File: src/rtl/fpxx_add_arbiter.sv
`default_nettype none
// ============================================================================
//  Module   : fpxx_add_arbiter
//  Purpose  : Shares one fully pipelined fp32 adder (fixed latency, no stall)
//             among NUM_REQ requesters. A round-robin arbiter grants at most
//             one request per cycle and registers its operands into the adder.
//             A {valid,id} tag pipe tracks each op, so every sum returns
//             labelled with the requester that issued it.
//  Ports    : osc_clk, reset      clock / synchronous active-high reset
//             req_valid/req_ready per-requester handshake (ready is one-hot/0)
//             req_op_a/req_op_b   packed operands, requester i at [32*i+:32]
//             hold                suppresses new grants for this cycle
//             add_op_a/add_op_b   registered operands to the adder
//             add_result          adder sum, ADD_LATENCY after operands
//             rsp_valid/id/data   registered result strobe, owner and sum
//             inflight, busy      ops issued but not yet returned
//  Revision : 1.0  initial release
// ============================================================================
module fpxx_add_arbiter #(
  parameter  int NUM_REQ     = 4,
  parameter  int ADD_LATENCY = 3,
  localparam int ID_W        = $clog2(NUM_REQ),
  localparam int INF_W       = $clog2(ADD_LATENCY + 3)
) (
  input  logic                   osc_clk,
  input  logic                   reset,
  input  logic [NUM_REQ-1:0]     req_valid,
  output logic [NUM_REQ-1:0]     req_ready,
  input  logic [32*NUM_REQ-1:0]  req_op_a,
  input  logic [32*NUM_REQ-1:0]  req_op_b,
  input  logic                   hold,
  output logic [31:0]            add_op_a,
  output logic [31:0]            add_op_b,
  input  logic [31:0]            add_result,
  output logic                   rsp_valid,
  output logic [ID_W-1:0]        rsp_id,
  output logic [31:0]            rsp_data,
  output logic [INF_W-1:0]       inflight,
  output logic                   busy
);

  logic [ID_W-1:0]  rr_ptr;
  logic [ID_W-1:0]  grant_id;
  logic             issue;

  logic [ADD_LATENCY:0] tag_valid;
  logic [ID_W-1:0]      tag_id [ADD_LATENCY+1];

  // Round-robin search. The loop runs from the farthest candidate back to
  // rr_ptr so the last match written is the first one in search order.
  // Gating with reset keeps req_ready low while reset is asserted.
  always_comb begin
    issue    = 1'b0;
    grant_id = '0;
    if (!reset && !hold) begin
      for (int k = NUM_REQ - 1; k >= 0; k--) begin
        if (req_valid[(int'(rr_ptr) + k) % NUM_REQ]) begin
          issue    = 1'b1;
          grant_id = ID_W'((int'(rr_ptr) + k) % NUM_REQ);
        end
      end
    end
  end

  always_comb begin
    req_ready = '0;
    if (issue) begin
      req_ready[grant_id] = 1'b1;
    end
  end

  // Pointer and operand registers; operands keep their last value when idle.
  always_ff @(posedge osc_clk) begin
    if (reset) begin
      rr_ptr   <= '0;
      add_op_a <= '0;
      add_op_b <= '0;
    end else if (issue) begin
      rr_ptr   <= (grant_id == ID_W'(NUM_REQ - 1)) ? '0 : grant_id + ID_W'(1);
      add_op_a <= req_op_a[32*grant_id +: 32];
      add_op_b <= req_op_b[32*grant_id +: 32];
    end
  end

  // Tag pipe: stage 0 captures the issue, the last stage lines up with the
  // sum coming out of the adder. Only the valid bits need clearing.
  always_ff @(posedge osc_clk) begin
    if (reset) begin
      tag_valid <= '0;
    end else begin
      tag_valid <= {tag_valid[ADD_LATENCY-1:0], issue};
    end
  end

  always_ff @(posedge osc_clk) begin
    tag_id[0] <= grant_id;
    for (int k = 1; k <= ADD_LATENCY; k++) begin
      tag_id[k] <= tag_id[k-1];
    end
  end

  // Result register: the adder output is trusted only under a valid tag.
  always_ff @(posedge osc_clk) begin
    if (reset) begin
      rsp_valid <= 1'b0;
      rsp_id    <= '0;
      rsp_data  <= '0;
    end else begin
      rsp_valid <= tag_valid[ADD_LATENCY];
      if (tag_valid[ADD_LATENCY]) begin
        rsp_id   <= tag_id[ADD_LATENCY];
        rsp_data <= add_result;
      end
    end
  end

  // Occupancy: an op leaves the count on the edge where its rsp_valid is seen.
  always_ff @(posedge osc_clk) begin
    if (reset) begin
      inflight <= '0;
    end else begin
      case ({issue, rsp_valid})
        2'b10:   inflight <= inflight + INF_W'(1);
        2'b01:   inflight <= inflight - INF_W'(1);
        default: inflight <= inflight;
      endcase
    end
  end

  assign busy = (inflight != '0);

endmodule
`default_nettype wire

File: config.mk
export PLATFORM = sky130hd
export DESIGN_NAME = fpxx_add_arbiter
export DESIGN_NICKNAME = d
export VERILOG_FILES = /design/src/rtl/fpxx_add_arbiter.sv
export SDC_FILE = /design/constraint.sdc
export NUM_CORES = 1
export LEC_CHECK = 0
export ABC_AREA = 1
export BUFFER_PORTS_ARGS = -buffer_cell sky130_fd_sc_hd__buf_2
export CORE_AREA = 5 5 154 156
export DETAILED_ROUTE_END_ITERATION = 10
export DIE_AREA = 0 0 159 161
export PLACE_DENSITY = 0.7
export SYNTH_ARGS = -nofsm -noshare
export SYNTH_HDL_FRONTEND = slang
export SYNTH_SLANG_ARGS = --single-unit
File: constraint.sdc
create_clock -name osc_clk -period 3.6 [get_ports osc_clk]
set_input_delay 0.9 -clock osc_clk [delete_from_list [all_inputs] [get_ports osc_clk]]
set_output_delay 0.9 -clock osc_clk [all_outputs]
set_load 0.01 [all_outputs]
=== Word level (Yosys, flattened, before mapping) ===
Memory sizes are Yosys's and may differ from the RTL's. A register that Yosys moved wholly into a read port is not among the register bits.
Cells that the tools add are included.

* Bits in writable memories: 8
* Flip-flop bits (word level): 106
* ROM bits: 0
* Input bits: 295
* Bits in latches: 0
* Memories: 1

* Multiplexer cells: 26
* Shifts and indexed selects: 2
* Divide/modulo/power cells: 0
* Reductions and logical operators: 9
* $lt $le $gt $ge: 6
* Multipliers: 0
* Bitwise gates (word level): 3
* Add/subtract/negate cells: 6
* Eq/ne operators: 3

{| class="wikitable"
|+ Memory list
! memory !! words !! bits a word !! rd ports !! clocked after Yosys merged registers in !! write ports !! line !! source
|-
| tag_id || 4 || 2 || 4 || 1 || 4 || 47 || <nowiki>logic [ID_W-1:0] tag_id [ADD_LATENCY+1];</nowiki>
|}

{| class="wikitable"
|+ Operators with widths
! kind !! count
|-
| indexed part select 128 x 8 -> 32 bit || 2
|-
| two-way mux 1 bit || 13
|-
| < comparator 3 x 4 -> 1 bit, second input constant || 3
|-
| two-way mux 2 bit || 6
|-
| binary-select mux 1 bit (select 2 bit) || 4
|-
| < comparator 2 x 3 -> 1 bit, second input constant || 2
|-
| case mux 3 bit (2 select lines) || 1
|-
| OR reduction 2 bit || 3
|-
| adder 2 x 1 -> 2 bit, second input constant || 2
|-
| adder 2 bit, second input constant || 2
|-
| equality test 2 bit, second input constant || 2
|-
| two-way mux 4 bit || 1
|-
| adder 3 x 1 -> 3 bit, second input constant || 1
|-
| AND 1 bit, first input constant || 3
|-
| nonzero test 3 bit || 1
|-
| subtractor 3 x 1 -> 3 bit, second input constant || 1
|-
| demux 1 bit (select 2 bit) || 1
|-
| equality test 2 x 1 -> 1 bit, second input constant || 1
|-
| >= comparator 2 x 1 -> 1 bit, second input constant || 1
|-
| logical AND 1 bit || 2
|-
| zero test 1 bit || 2
|-
| nonzero test 2 bit || 1
|}

=== Logic depth before layout (Yosys ltp) ===
* Depth after elaboration: 16
* Mapped depth: 18

=== Least setup slack after synthesis ===
OpenSTA, ideal clock, no wires.

* Kind: input to output
* Start: in req_valid[3]
* End: out req_ready[3]
* Buffers on the path: 2
* Required time: 2.700 ns
* Setup slack: 0.422 ns
* Cell stages on the path: 13
* Data arrival time: 2.278 ns
* Cell sequence: inv_1 > o21ai_1 > nand2_1 > nand3_1 > nand2_1 > nand2_1 > nand3_2 > buf_6 > buf_2 > inv_2 > ha_1 > inv_1 > nor2_1

* Longest elaborated chain between the ends: 13
* Elaborated cells between the ends (all ways): 27

{| class="wikitable"
|+ RTL lines
! element !! line !! source
|-
| start: declaration || 27 || <nowiki>input logic [NUM_REQ-1:0] req_valid,</nowiki>
|-
| binary-select mux 1 bit (select 2 bit) || 57 || <nowiki>if (req_valid[(int'(rr_ptr) + k) % NUM_REQ]) begin</nowiki>
|-
| two-way mux 1 bit (implied by the code) (2 in a row) || 57 ||
|-
| two-way mux 2 bit (3 in a row) || 57 ||
|-
| two-way mux 2 bit (*) || 57 ||
|-
| two-way mux 2 bit (*) || 55 || <nowiki>if (!reset && !hold) begin</nowiki>
|-
| named net grant_id[0] || 43 || <nowiki>logic [ID_W-1:0] grant_id;</nowiki>
|-
| < comparator 2 x 3 -> 1 bit (implied by the code) / >= comparator 2 x 1 -> 1 bit (equally long branches) || 68 || <nowiki>req_ready[grant_id] = 1'b1;</nowiki>
|-
| logical AND 1 bit (implied by the code) || 68 ||
|-
| two-way mux 1 bit (implied by the code) || 68 ||
|-
| demux 1 bit (select 2 bit) (*) || 68 ||
|-
| two-way mux 4 bit (*) || 67 || <nowiki>if (issue) begin</nowiki>
|-
| end: declaration || 28 || <nowiki>output logic [NUM_REQ-1:0] req_ready,</nowiki>
|}

Mark *: on every way through the listed nets, which the timed path passes. The rest lies on a longest branch. The select of a mux whose other input is x is not followed.

=== Worst setup path after layout ===
* Start: reg rr_ptr[0]
* End: out req_ready[1]

* Longest elaborated chain between the ends: 14
* Elaborated cells between the ends (all ways): 30

{| class="wikitable"
|+ RTL lines
! element !! line !! source
|-
| start: declaration || 42 || <nowiki>logic [ID_W-1:0] rr_ptr;</nowiki>
|-
| start signal: assignment || 79 || <nowiki>rr_ptr <= (grant_id == ID_W'(NUM_REQ - 1)) ? '0 : grant_id + ID_W'(1);</nowiki>
|-
| adder 2 bit || 57, 59 ||
|-
| binary-select mux 1 bit (select 2 bit) || 57 ||
|-
| two-way mux 1 bit (implied by the code) (2 in a row) || 57 ||
|-
| two-way mux 2 bit (4 in a row) || 57 ||
|-
| two-way mux 2 bit || 55 ||
|-
| < comparator 2 x 3 -> 1 bit (implied by the code) / >= comparator 2 x 1 -> 1 bit (equally long branches) || 68 ||
|-
| logical AND 1 bit (implied by the code) || 68 ||
|-
| two-way mux 1 bit (implied by the code) || 68 ||
|-
| demux 1 bit (select 2 bit) || 68 ||
|-
| two-way mux 4 bit (*) || 67 ||
|}

Mark *: on every way between the ends. The rest lies on a longest branch, timed or not. The select of a mux whose other input is x is not followed.

==> run_summary.xml <==
<?xml version="1.0" encoding="UTF-8"?>
<metrics>
  <group name="outcome">
    <metric name="run_status" unit="">finished, final reports clean</metric>
  </group>
  <group name="power">
    <metric name="pwr_density_cell" unit="nW/µm²">466</metric>
    <metric name="p_leak" unit="nW">5.07</metric>
    <metric name="ir_drop_worst_vdd" unit="µV">231</metric>
    <metric name="fin_total_pwr" unit="mW">4.38</metric>
  </group>
  <group name="clock_network">
    <metric name="cts.sinks" unit="">116</metric>
    <metric name="tritoncts_clock_tree" unit="">done</metric>
    <metric name="cts_hold_repair.buffers" unit="">0</metric>
    <metric name="master_cell_of_the_clock_root_buffer" unit="">sky130_fd_sc_hd__clkbuf_16</metric>
    <metric name="htreeDepth" unit="">4</metric>
    <metric name="cts_setup_buffers" unit="">0</metric>
    <metric name="cts_repair_resize_count" unit="">0</metric>
    <metric name="cts-buffers-inserted" unit="">17</metric>
    <metric name="max-clock-path-buffers" unit="">2</metric>
    <metric name="clk_pin_slew_worst_paths" unit="ns">0.06</metric>
    <metric name="clk_latency" unit="ns">0.41</metric>
  </group>
  <group name="grt">
    <metric name="grt_pass1_wl" unit="mm">43.5</metric>
    <metric name="grt_use_total" unit="%">20.6</metric>
    <metric name="grt_antenna_before_repair" unit="">5</metric>
    <metric name="grt_start_max_net_pins" unit="">129</metric>
    <metric name="global_route.overflow_total" unit="">0</metric>
    <metric name="grt_pass1_vias" unit="">8170</metric>
  </group>
  <group name="cells_and_area">
    <metric name="final_layout_size_suffix_gt1_share" unit="%">33.8</metric>
    <metric name="area_added_between_synthesis_and_finish" unit="%">40.7</metric>
    <metric name="finalNonFillerCells" unit="">1662</metric>
    <metric name="num-nets-final" unit="">1664</metric>
  </group>
  <group name="worst_setup_path">
    <metric name="cp_slowest_cell" unit="">sky130_fd_sc_hd__dfxtp_1</metric>
    <metric name="timing.critical_path.max_delay_family" unit="">simple AND/OR/NAND/NOR gates</metric>
    <metric name="worst-endpoint-arrival" unit="ns">2.41</metric>
    <metric name="critPathLaunchType" unit="">register</metric>
    <metric name="timing_worst_setup_path_type" unit="">register to primary output</metric>
    <metric name="endpoint_kind" unit="">primary output</metric>
    <metric name="timing.critical_path.depth" unit="">12</metric>
    <metric name="critical_path.cell_chain" unit="">inv_2, nand2_1, nand2_1, nand2_1, nand2_1, a21oi_1, nand2_1, nand2b_2, ha_1, inv_1, nor2_1, buf_2</metric>
    <metric name="r2r_slack" unit="ns">0.97</metric>
    <metric name="worstPathMaxFanout" unit="">10</metric>
    <metric name="crit_required" unit="ns">2.70</metric>
    <metric name="r2r_cells" unit="">16</metric>
    <metric name="path_common_cell" unit="">sky130_fd_sc_hd__nand2_1</metric>
    <metric name="worst_path_largest_cell_delay" unit="ns">0.57</metric>
    <metric name="timing.rr.start" unit="">rr_ptr[0]</metric>
    <metric name="worstPathBufferInverterCount" unit="">3</metric>
    <metric name="regToRegEndpoint" unit="">inflight[2]</metric>
  </group>
  <group name="sta">
    <metric name="worstMarginPinSlew" unit="ns">0.890</metric>
    <metric name="number_of_max_slew_violations_in_the_final_report" unit="">0</metric>
    <metric name="min_period_over_period" unit="%">91.8</metric>
    <metric name="timing.final.setup_violations" unit="">0</metric>
    <metric name="hold_viol_final" unit="">0</metric>
    <metric name="skew" unit="ns">0.00641</metric>
    <metric name="remaining_max_slew_budget_at_the_tightest_pin" unit="%">40.7</metric>
    <metric name="tns" unit="ns">0</metric>
    <metric name="grt_setup_unrepaired" unit="">no</metric>
    <metric name="clock.fmax" unit="MHz">302</metric>
    <metric name="final_period_minus_worst_setup_slack" unit="ns">3.31</metric>
  </group>
  <group name="die">
    <metric name="die_w" unit="µm">159</metric>
    <metric name="boundaryPins" unit="">402</metric>
    <metric name="start_util" unit="%">30.0</metric>
    <metric name="std_cell_rows" unit="">55</metric>
    <metric name="design.core.area" unit="µm²">22200</metric>
    <metric name="dieHeight" unit="µm">161</metric>
    <metric name="total_die_area" unit="µm²">25600</metric>
  </group>
  <group name="min_path">
    <metric name="min_from" unit="">tag_id[0][1]</metric>
    <metric name="min-delay-path-class" unit="">register to register</metric>
    <metric name="min_delay_path_depth" unit="">0</metric>
    <metric name="holdPathEnd" unit="">tag_id[1][1]</metric>
  </group>
  <group name="logic_synthesis">
    <metric name="yosysWarningCount" unit="">0</metric>
    <metric name="mappedNetlistNets" unit="">1330</metric>
    <metric name="syn-instance-count" unit="">1029</metric>
    <metric name="seq_area_frac_synth" unit="%">34.8</metric>
    <metric name="netlist-cell-type-count" unit="">25</metric>
    <metric name="ys_ff_latch" unit="">116</metric>
    <metric name="synth.avg_cell_area" unit="µm²">6.49</metric>
    <metric name="synth_area" unit="µm²">6680</metric>
  </group>
  <group name="placed_design">
    <metric name="place_hpwl" unit="mm">20.3</metric>
    <metric name="gp_congestion" unit="">0.908</metric>
    <metric name="dp_cells" unit="">1629</metric>
    <metric name="io_buffers" unit="">401</metric>
  </group>
  <group name="routing">
    <metric name="dr.pass1.iters" unit="">5</metric>
    <metric name="route.detailed.drc" unit="">0</metric>
    <metric name="final_antenna_net_count" unit="">0</metric>
    <metric name="vias" unit="">8698</metric>
    <metric name="wirelength" unit="mm">28.4</metric>
    <metric name="wl_per_cell" unit="µm">17.1</metric>
    <metric name="detailedRoute.firstIterationViolations" unit="">790</metric>
    <metric name="drt-vias-per-instance" unit="">5.23</metric>
  </group>
  <group name="run">
    <metric name="maxCapViolations" unit="">0</metric>
  </group>
</metrics>
-- per-stage QoR --
stage	util, %	worst slack [ns]	instance area, µm²	hold WS [ns]
2_1_floorplan	-	0.422	6680	0.310
3_3_place_gp	39.4	0.400	8750	0.310
3_5_place_dp	39.4	0.317	8750	0.312
4_1_cts	42.3	0.285	9390	0.326
5_1_grt	42.3	0.0675	9390	0.329
6_report	42.3	0.294	9400	0.324
-- registers in the layout (all words and copies together), names as in the netlist --
signal and count:
tag_valid 4, add_op_a 32, add_op_b 32, rr_ptr 2, rsp_valid 1, tag_id 8
rsp_id 2, inflight 3, rsp_data 32
-- report_power, final --
part	switching, mW	internal (mW)	total (mW)
sequential	0.0606	1.40	1.46
combinational	0.677	0.387	1.06
clock	0.665	1.19	1.85
-- routing by layer --
layer | GRT usage, % | part of all wire [%] | routed length [µm] | up-vias
met1 | 24.8 | 39 | 11100 | 3972
met5 | 0 | 0.077 | 22 | -
met3 | 6.12 | 9.2 | 2610 | 60
met2 | 34.8 | 49 | 13900 | 457
li1 | - | - | - | 4203
met4 | 7.56 | 3.0 | 845 | 6
-- layout make-up --
class	instances	area (µm²)
well taps	285	357
diodes	1	2.50
multi-input cells	757	3700
repair buffers	417	2160
clock buffers	19	443
clock inverters	13	199
flip-flops and latches	116	2320
fillers	2360	12800
inverters	54	204
-- Yosys cell counts (all sizes together) --
cell type	number	area share (%)
nand3	257	19
ha	5	0.94
clkinv	1	0.056
nand2	230	13
nand2b	1	0.094
nand4	128	12
o211ai	1	0.11
fa	1	0.30
xnor2	1	0.24
dfxtp	116	35
clkbuf	42	2.4
a21oi	6	0.45
buf	60	5.0
o21ai	43	3.6
inv	53	3.0
nor2	84	4.8
-- cells by family after synthesis --
| logic type | Yosys count | synth area share (%) |
|---|---|---|
| AND/OR/NAND/NOR | 700 | 49.3 |
| buffers and inverters | 156 | 10.4 |
| flip-flops | 116 | 34.8 |
| AO/OA/AOI/OAI | 50 | 4.12 |
| adder cells (fa/ha/maj) | 6 | 1.24 |
| XOR/XNOR | 1 | 0.244 |
-- cell usage in the layout, fill, tap and decap left out, types with 4 or more instances in the layout --
cell type                   Yosys  final
sky130_fd_sc_hd__dfxtp_1      116    116
sky130_fd_sc_hd__o21ai_0       38     38
sky130_fd_sc_hd__ha_1           5      5
sky130_fd_sc_hd__nand2_1      228    227
sky130_fd_sc_hd__buf_4          8     13
sky130_fd_sc_hd__clkbuf_16      0     17
sky130_fd_sc_hd__nand4_1      128    128
sky130_fd_sc_hd__inv_1         48     47
sky130_fd_sc_hd__buf_2         49    401
sky130_fd_sc_hd__a21oi_1        6      5
sky130_fd_sc_hd__inv_2          5      5
sky130_fd_sc_hd__clkinv_4       0      5
sky130_fd_sc_hd__bufinv_16      0      4
sky130_fd_sc_hd__nand3_1      255    255
sky130_fd_sc_hd__nor2_1        83     83
-- worst max path at each step --
stage	start	end	slack [ns]
finish	rr_ptr[0]	req_ready[1]	0.29
global route	rr_ptr[0]	req_ready[1]	0.07
CTS	rr_ptr[0]	req_ready[1]	0.29
detailed placement	req_valid[3]	req_ready[1]	0.32
global placement	req_valid[3]	req_ready[3]	0.40
floorplan	req_valid[3]	req_ready[3]	0.42
Power figures use the tool's default switching activity.
